`config.mk`:
```
export PLATFORM = sky130hd
export DESIGN_NAME = dlx_encoder
export DESIGN_NICKNAME = d
export VERILOG_FILES = /design/src/rtl/dlx_encoder.sv
export SDC_FILE = /design/constraint.sdc
export NUM_CORES = 1
export LEC_CHECK = 0
export ABC_AREA = 1
export CAP_MARGIN = 30
export CORE_MARGIN = 10
export CORE_UTILIZATION = 50
export DETAILED_ROUTE_END_ITERATION = 6
export DONT_BUFFER_PORTS = 1
export PLACE_DENSITY = 0.72
export REMOVE_ABC_BUFFERS = 1
export SYNTH_ARGS = -nofsm -noshare
export SYNTH_HDL_FRONTEND = slang
export SYNTH_SLANG_ARGS = --single-unit
```
`constraint.sdc`:
```
create_clock -name clk -period 4 [get_ports clk]
set_input_delay 0.6 -clock clk [delete_from_list [all_inputs] [get_ports clk]]
set_output_delay 0.6 -clock clk [all_outputs]
set_load 0.01 [all_outputs]
```
`src/rtl/dlx_encoder.sv`:
```
// DLX instruction encoder and program writer.
// Packs decoded fields into DLX words and streams them into instruction memory.
module dlx_encoder #(
  parameter int unsigned DEPTH     = 1024,
  parameter logic [31:0] BASE_ADDR = 32'h0
) (
  input  logic        clk,
  input  logic        reset,
  input  logic        start,
  input  logic        in_valid,
  output logic        in_ready,
  input  logic [2:0]  in_kind,
  input  logic        in_link,
  input  logic [3:0]  in_I,
  input  logic [4:0]  in_rs1,
  input  logic [4:0]  in_rs2,
  input  logic [4:0]  in_rd,
  input  logic [31:0] in_imm,
  output logic        i_write_enable,
  output logic [31:0] i_address,
  output logic [31:0] i_data_write,
  output logic        done,
  output logic        err,
  output logic [15:0] err_count
);

  localparam int NW = (DEPTH > 1) ? $clog2(DEPTH) : 1;
  localparam logic [1:0] S_IDLE = 2'd0;
  localparam logic [1:0] S_RUN  = 2'd1;
  localparam logic [1:0] S_FULL = 2'd2;

  logic [1:0]    state_q, state_d;
  logic [NW-1:0] n_q, n_d;
  logic          we_q, we_d;
  logic [31:0]   addr_q, addr_d;
  logic [31:0]   data_q, data_d;
  logic          done_q, done_d;
  logic          err_q, err_d;
  logic [15:0]   cnt_q, cnt_d;

  logic [5:0]  func, op;
  logic        func_ok, op_ok;
  logic        imm16_ok, j_ok, shift;
  logic [31:0] word;
  logic        bad;
  logic        accept, last;

  assign in_ready = (state_q == S_RUN);
  assign accept   = in_valid && in_ready;
  assign last     = (n_q == NW'(DEPTH - 1));
  assign imm16_ok = (&in_imm[31:15]) | ~(|in_imm[31:15]);
  assign j_ok     = (&in_imm[31:25]) | ~(|in_imm[31:25]);
  assign shift    = (in_I == 4'd6) || (in_I == 4'd7) || (in_I == 4'd14);

  always_comb begin
    func    = 6'h00;
    op      = 6'h00;
    func_ok = 1'b1;
    op_ok   = 1'b1;
    case (in_I)
      4'd0:  begin op = 6'h0F; func_ok = 1'b0; end
      4'd1:  begin func = 6'h20; op = 6'h08; end
      4'd2:  begin func = 6'h22; op = 6'h0A; end
      4'd3:  begin func = 6'h24; op = 6'h0C; end
      4'd4:  begin func = 6'h25; op = 6'h0D; end
      4'd5:  begin func = 6'h26; op = 6'h0E; end
      4'd6:  begin func = 6'h04; op = 6'h14; end
      4'd7:  begin func = 6'h06; op = 6'h16; end
      4'd10: begin func = 6'h28; op = 6'h18; end
      4'd11: begin func = 6'h2C; op = 6'h1C; end
      4'd12: begin func = 6'h2A; op = 6'h1A; end
      4'd13: begin func = 6'h29; op = 6'h19; end
      4'd14: begin func = 6'h07; op = 6'h17; end
      default: begin func_ok = 1'b0; op_ok = 1'b0; end
    endcase
  end

  always_comb begin
    word = 32'h0;
    bad  = 1'b0;
    case (in_kind)
      3'd0: begin
        if (func_ok)
          word = {6'h00, in_rs1, in_rs2, in_rd, 5'h00, func};
        else
          bad = 1'b1;
      end
      3'd1: begin
        if (!op_ok) begin
          bad = 1'b1;
        end else begin
          word = {op, in_rs1, in_rd, in_imm[15:0]};
          // LHI takes a raw 16-bit value, shifts take an amount
          if (in_I == 4'd0)
            bad = |in_imm[31:16];
          else if (shift)
            bad = |in_imm[31:5];
          else
            bad = !imm16_ok;
        end
      end
      3'd2: begin
        word = {6'h23, in_rs1, in_rd, in_imm[15:0]};
        bad  = !imm16_ok;
      end
      3'd3: begin
        word = {6'h2B, in_rs1, in_rs2, in_imm[15:0]};
        bad  = !imm16_ok;
      end
      3'd4, 3'd5: begin
        word = {5'h02, in_kind[0], in_rs1, 5'h00, in_imm[15:0]};
        bad  = !imm16_ok;
      end
      3'd6: begin
        word = {5'h01, in_link, in_imm[25:0]};
        bad  = !j_ok;
      end
      default: begin
        word = {5'h09, in_link, in_rs1, 21'h0};
      end
    endcase
  end

  always_comb begin
    state_d = state_q;
    n_d     = n_q;
    cnt_d   = cnt_q;
    we_d    = accept;
    addr_d  = addr_q;
    data_d  = data_q;
    err_d   = accept && bad;
    done_d  = accept && last;
    if (accept) begin
      addr_d = BASE_ADDR + (32'(n_q) << 2);
      data_d = word;
      n_d    = n_q + NW'(1);
      if (bad && cnt_q != 16'hFFFF)
        cnt_d = cnt_q + 16'd1;
      if (last)
        state_d = S_FULL;
    end
    if (start && state_q != S_RUN) begin
      state_d = S_RUN;
      n_d     = '0;
      cnt_d   = 16'h0;
    end
  end

  always_ff @(posedge clk) begin
    if (reset) begin
      state_q <= S_IDLE;
      n_q     <= '0;
      we_q    <= 1'b0;
      addr_q  <= 32'h0;
      data_q  <= 32'h0;
      done_q  <= 1'b0;
      err_q   <= 1'b0;
      cnt_q   <= 16'h0;
    end else begin
      state_q <= state_d;
      n_q     <= n_d;
      we_q    <= we_d;
      addr_q  <= addr_d;
      data_q  <= data_d;
      done_q  <= done_d;
      err_q   <= err_d;
      cnt_q   <= cnt_d;
    end
  end

  assign i_write_enable = we_q;
  assign i_address      = addr_q;
  assign i_data_write   = data_q;
  assign done           = done_q;
  assign err            = err_q;
  assign err_count      = cnt_q;

endmodule

```
==> results of run 1 <==
-- final cells by class --
type / count / area (um^2)
multi-input cells: 447 / 2090
well taps: 102 / 128
flip-flops and latches: 73 / 1460
clock buffers: 9 / 124
fillers: 771 / 3610
inverters: 48 / 180
repair buffers: 3 / 22.5
clock inverters: 7 / 77.6
-- cells by family (layout without fill, tap and decap cells) --
logic type / Yosys count / in the layout / synth area share (%)
and+or+nand+nor: 319 / 319 / 34.6
AOI/OAI and AO/OA: 99 / 99 / 14.8
DFF: 73 / 73 / 37.3
other: 1 / 22 / 0.0958
buffers and inverters: 90 / 67 / 11.5
adders and majority gates: 2 / 2 / 0.639
xor gates and xnor gates: 5 / 5 / 1.12
-- through the flow --
stage	hold WS [ns]	instance area (um^2)	power, W	worst slack, ns
floorplan	0.434	3730	0.000886	1.34
global placement	0.444	3880	0.000920	1.55
detailed placement	0.457	3880	0.000924	1.43
CTS	0.312	4080	0.00150	1.38
global route	0.313	4080	0.00156	1.10
finish	0.342	4080	0.00149	1.35
-- critical path, delay by kind of cell (launching register included) --
kind	cells	cell delay, ns
flops	1	0.46
simple gates	7	1.89
fa+ha+maj	1	0.21
-- worst paths after layout --
check                            start                       endpoint  slack (ns)  cells past startpoint
max          err_count[0]$_SDFFE_PP0P_      err_count[2]$_SDFFE_PP0P_        1.35                      8
min                              reset  i_data_write[20]$_SDFFE_PP0P_        0.34                      1
max reg2reg  err_count[0]$_SDFFE_PP0P_      err_count[2]$_SDFFE_PP0P_        1.35                      8
min reg2reg    state_q[0]$_SDFFE_PP0P_        state_q[0]$_SDFFE_PP0P_        0.47                      2
-- layout by cell type, fill, tap and decap left out, drive strengths merged --
cell	instances
nand2	168
nor2	79
dfxtp	73
a21oi	51
inv	48
nand3	33
o21ai	24
conb	22
nand4	21
nor3	12
clkbuf	9
a32oi	5
a22o	5
xor2	5
a31oi	5
clkinv	5
o211ai	3
buf	3
o31ai	2
nor4	2
or2	2
ha	2
a21boi	1
nand3b	1
nor3b	1
o22ai	1
o21a	1
o21bai	1
clkinvlp	1
bufinv	1
-- flip-flops by register name (all words and copies together), names as in the netlist --
| register | count |
|---|---|
| err | 1 |
| done | 1 |
| i_data_write | 32 |
| err_count | 16 |
| i_address | 10 |
| n_q | 10 |
| state_q | 2 |
| i_write_enable | 1 |
-- power by group through the flow --
stage	Combinational [W]	Clock [W]	Sequential [W]
3_5_place_dp	0.000143	0	0.000781
3_3_place_gp	0.000140	0	0.000781
6_report	0.000145	0.000579	0.000763
4_1_cts	0.000144	0.000596	0.000764
5_1_grt	0.000166	0.000630	0.000766
2_1_floorplan	0.000111	0	0.000775
-- per-layer routing --
layer | routed length (um) | global-route usage (%)
met5 | 0 | 0
met4 | 153 | 5.93
met3 | 1250 | 6.84
met2 | 5290 | 29.7
met1 | 4350 | 21.1
==> impl_metrics.ini, run 1 <==
[run]
cap_violations = 0

[synthesis]
synth_seq_cells = 73
synth-seq-area-share_pct = 37.3
synth_area_um2 = 3920
synth.distinct_cells = 38
ys.flop_type = dfxtp_1
synth.most_common_cell = nand2_1
synth_cells = 589
async_reset_ff_share_pct = 0
syn_area_per_cell_um2 = 6.65
synthDominantCellAreaShare_pct = 37.3
synth_edf_count = 0
synth_top_area_cell = dfxtp_1
synth_common_cells = nand2_1 (166), nor2_1 (77), dfxtp_1 (73)
synth.area.top_cells = dfxtp_1 (37%), nand2_1 (16%), nor2_1 (7.4%), a21oi_1 (6.4%), buf_4 (4.2%)
yosysWarnings = 0

[setup_path]
path_cells = ha_1 > nand2_1 > nor3_1 > nand4_1 > nand3_2 > nand2_1 > nand2_1 > nor2_1
crit_required_ns = 4.24
worstSetupPathType = register to register
crit_path_start_kind = register
critPathArrivalTime_ns = 2.89
cp_max_fo = 24
cp_slowest_cell = nand4_1
crit_top_cell = nand2_1
crit_path_end_kind = register
critPathMaxStageDelay_ns = 0.79

[floorplan]
rows = 32
coreArea_um2 = 7690
design.die.area_um2 = 11800
start_util_pct = 50.9
die_height_um = 109
ios = 143
die_w_um = 109

[global_routing]
grt_pass1_vias = 3378
antenna_found_initial = 0
grt_pass1_wl_mm = 17.1
track_usage_pct = 18.0
grt_overflow = 0
grt_max_degree = 41

[detailed_routing]
wl_per_cell_um = 16.0
drc = 0
vias = 3748
vias_per_cell = 5.44
first_iter_violations = 142
ant_nets = 0
routed_wl_mm = 11.0
drtPass1Iterations = 5

[sta]
setup_violations = 0
period_share_pct = 66.3
final.min_clock_period_ns = 2.65
fin_skew_ns = 0.0118
timing.final.hold_violations = 0
rsz0062_at_grt = false
max_freq_ghz = 0.377
worst_pin_slew_ns = 0.946
maxSlewHeadroom_pct = 36.8
drv_slew = 0
tns_ns = 0

[power_and_ir_drop]
vdd_drop_max_uv = 172
p_clk_share_pct = 38.9
p_leak_nw = 1.52
power_density_nw_per_um2 = 364
p_sw_share_pct = 27.5
p_sw_w = 0.000409
p_int_w = 0.00108
seqPwrFrac_pct = 51.3
p_comb_share_pct = 9.8

[clock_tree]
clk_latency_ns = 0.34
post_cts_buffers = 0
cts_resized = 0
cts_root_buffer = clkbuf_8
clock_sinks = 73
htreeDepth = 3
clk_pin_slew_ns = 0.09
cts-hold-fix-buffers = 0
cts_buffers = 9
tritoncts = built
cts_max_path_buffers = 2

[cells_and_area]
final_cells = 689
syn2layout_area_growth_pct = 4.19
layout-drive-gt1-share_pct = 5.79
fin_util_pct = 53.1
antenna_cells = 0
fin_nets = 643

[worst_hold_path]
hold_class = input pin to register

[run_status]
outcome = completed

[place]
place_congestion = 0.932
dp.final_hpwl_mm = 8.64
dpl.cell_count = 673
port_buffers = 0
Note: power is estimated with default switching activity, not from simulation.
==> run 2: changes to the inputs <==
--- a/config.mk
+++ b/config.mk
@@ -5,7 +5,7 @@
 export SDC_FILE = /design/constraint.sdc
 export NUM_CORES = 1
 export LEC_CHECK = 0
-export ABC_AREA = 1
+export ABC_AREA = 0
 export CAP_MARGIN = 30
 export CORE_MARGIN = 10
 export CORE_UTILIZATION = 50
==> constraint.sdc (replaced) <==
create_clock -name clk -period 2.71 [get_ports clk]
set_input_delay 0.4065 -clock clk [delete_from_list [all_inputs] [get_ports clk]]
set_output_delay 0.4065 -clock clk [all_outputs]
set_load 0.01 [all_outputs]
==> run 2 against run 1 <==
First-iteration DRC count is 13% lower; highest routed layer unchanged; synthesized area is 3.6% lower; synthesized cell count is 19% lower; routed wire length is 4.3% lower.
==> impl_metrics.ini, run 2 <==
[floorplan]
rows = 31
die_height_um = 107
ios = 143
die_w_um = 107
coreArea_um2 = 7290
start_util_pct = 51.8
design.die.area_um2 = 11400

[detailed_routing]
routed_wl_mm = 10.6
ant_nets = 0
vias_per_cell = 6.01
vias = 3422
drc = 0
first_iter_violations = 123
drtPass1Iterations = 5
wl_per_cell_um = 18.6

[sta]
rsz0062_at_grt = false
final.min_clock_period_ns = 2.34
max_freq_ghz = 0.427
tns_ns = 0
fin_skew_ns = 0.00523
maxSlewHeadroom_pct = 38.4
hold_slack_ns = 0.129
timing.final.hold_violations = 0
worst_pin_slew_ns = 0.912
period_share_pct = 86.5
setup_violations = 0
drv_slew = 0

[clock_tree]
cts_root_buffer = clkbuf_8
cts_buffers = 9
cts_max_path_buffers = 2
cts_resized = 0
tritoncts = built
clk_pin_slew_ns = 0.08
cts-hold-fix-buffers = 0
clock_sinks = 73
clk_latency_ns = 0.34
post_cts_buffers = 0
htreeDepth = 3

[setup_path]
worstSetupPathType = register to register
critPathArrivalTime_ns = 2.58
ff2ff_setup_slack_ns = 0.37
cp_max_fo = 17
crit_required_ns = 2.94
rr_worst_depth = 7
crit_buf_inv = 0
crit_path_start_kind = register
cp_slowest_cell = dfxtp_1
rr_startpoint = err_count[6]$_SDFFE_PP0P_
crit_family = simple AND/OR/NAND/NOR gates
critPathMaxStageDelay_ns = 0.47
crit_path_end_kind = register
r2r_end = err_count[15]$_SDFFE_PP0P_
path_cells = and4_1 > and4_1 > nand2_1 > or3_1 > nand2_1 > or4_1 > a21oi_2

[global_routing]
grt_max_degree = 50
grt_pass1_vias = 3271
grt_pass1_wl_mm = 16.8
track_usage_pct = 18.1
grt_overflow = 0
antenna_found_initial = 0

[synthesis]
yosysWarnings = 0
async_reset_ff_share_pct = 0
ys.flop_type = dfxtp_1
synth_common_cells = dfxtp_1 (73), nand2_1 (67), a21oi_1 (47)
synth.distinct_cells = 56
synth_cells = 479
synth_seq_cells = 73
synth-seq-area-share_pct = 38.7
synth.most_common_cell = dfxtp_1
synth_area_um2 = 3770
syn_area_per_cell_um2 = 7.88
synthDominantCellAreaShare_pct = 38.7
synth_edf_count = 0
synth_top_area_cell = dfxtp_1
synth.area.top_cells = dfxtp_1 (39%), nand2_1 (6.7%), a21oi_1 (6.2%), buf_4 (4.4%), nor2_1 (4.3%)

[place]
port_buffers = 0
dp.final_hpwl_mm = 7.92
place_congestion = 0.895
place_area_um2 = 3720

[worst_hold_path]
whs_path_depth = 1
hold_start = reset
hold_class = input pin to register
hold_end = i_data_write[0]$_SDFFE_PP0P_

[run_status]
outcome = completed

[cells_and_area]
layout-drive-gt1-share_pct = 7.23
fin_util_pct = 53.7
final_common_cell = dfxtp_1
final_cell_mix = dfxtp_1 (73), nand2_1 (66), a21oi_1 (47)
largest_reg_flops = 32
antenna_cells = 0
fin_nets = 526
syn2layout_area_growth_pct = 3.65
final_area_um2 = 3910

[power_and_ir_drop]
p_leak_nw = 1.34
vdd_drop_max_uv = 224
fin_total_pwr_w = 0.00212
power_density_nw_per_um2 = 541

[run]
cap_violations = 0
[run 2: cell types whose count changed in the layout (fill, tap and decap cells not counted), moves of 9 or more]
cell     delta
or3_1      +14
and2_1     +10
nand4_1     -9
nand3_1    -20
and3_1      +9
nor2_1     -34
or4_1       +9
inv_1      -38
nand2_1    -99
[run 2: cells by family (layout without fill, tap and decap cells)]
group                      Yosys count  in the layout  share of synthesized area (%)
and+or+nand+nor                    211            211                           27.9
AOI/OAI and AO/OA                  120            120                           20.6
DFF                                 73             73                           38.7
buffers and inverters               59             29                           8.85
xor gates and xnor gates            12             12                           2.78
adders and majority gates            2              2                          0.663
other                                1             22                         0.0993
muxes                                1              1                          0.298
[run 2: routing by layer]
layer	global-route usage, %	part of all wire [%]
met5	0	0
met4	5.51	1.4
met3	11.5	14
met2	28.8	46
met1	19.3	38
[run 2: per-stage QoR]
step,worst slack (ns),std cells
after CTS,0.361,569
after floorplan,0.277,447
final,0.365,569
after global routing,0.121,569
after global placement,0.351,553
after detailed placement,0.248,553
[run 2: report_power, final]
part           leakage, nW  switching (W)  internal [W]
clock               0.0878       0.000423      0.000385
sequential           0.590      0.0000258       0.00109
combinational        0.660       0.000123     0.0000671
[run 2: worst max path at each step]
stage | start | slack (ns) | depth (start not counted) | end
3_5_place_dp | in_imm[23] | 0.25 | 7 | err_count[13]$_SDFFE_PP0P_
4_1_cts | err_count[6]$_SDFFE_PP0P_ | 0.36 | 7 | err_count[7]$_SDFFE_PP0P_
2_1_floorplan | state_q[1]$_SDFFE_PP0P_ | 0.28 | 7 | err_count[10]$_SDFFE_PP0P_
5_1_grt | err_count[6]$_SDFFE_PP0P_ | 0.12 | 7 | err_count[7]$_SDFFE_PP0P_
6_report | err_count[6]$_SDFFE_PP0P_ | 0.37 | 7 | err_count[15]$_SDFFE_PP0P_
3_3_place_gp | in_imm[23] | 0.35 | 7 | err_count[15]$_SDFFE_PP0P_
[run 2: final cells by class]
cell class	count	area, um^2
Tap cell	99	124
Clock buffer	11	151
Multi-Input combinational cell	368	2060
Fill cell	724	3380
Clock inverter	5	40.0
Sequential cell	73	1460
Timing Repair Buffer	7	52.6
Inverter	6	22.5
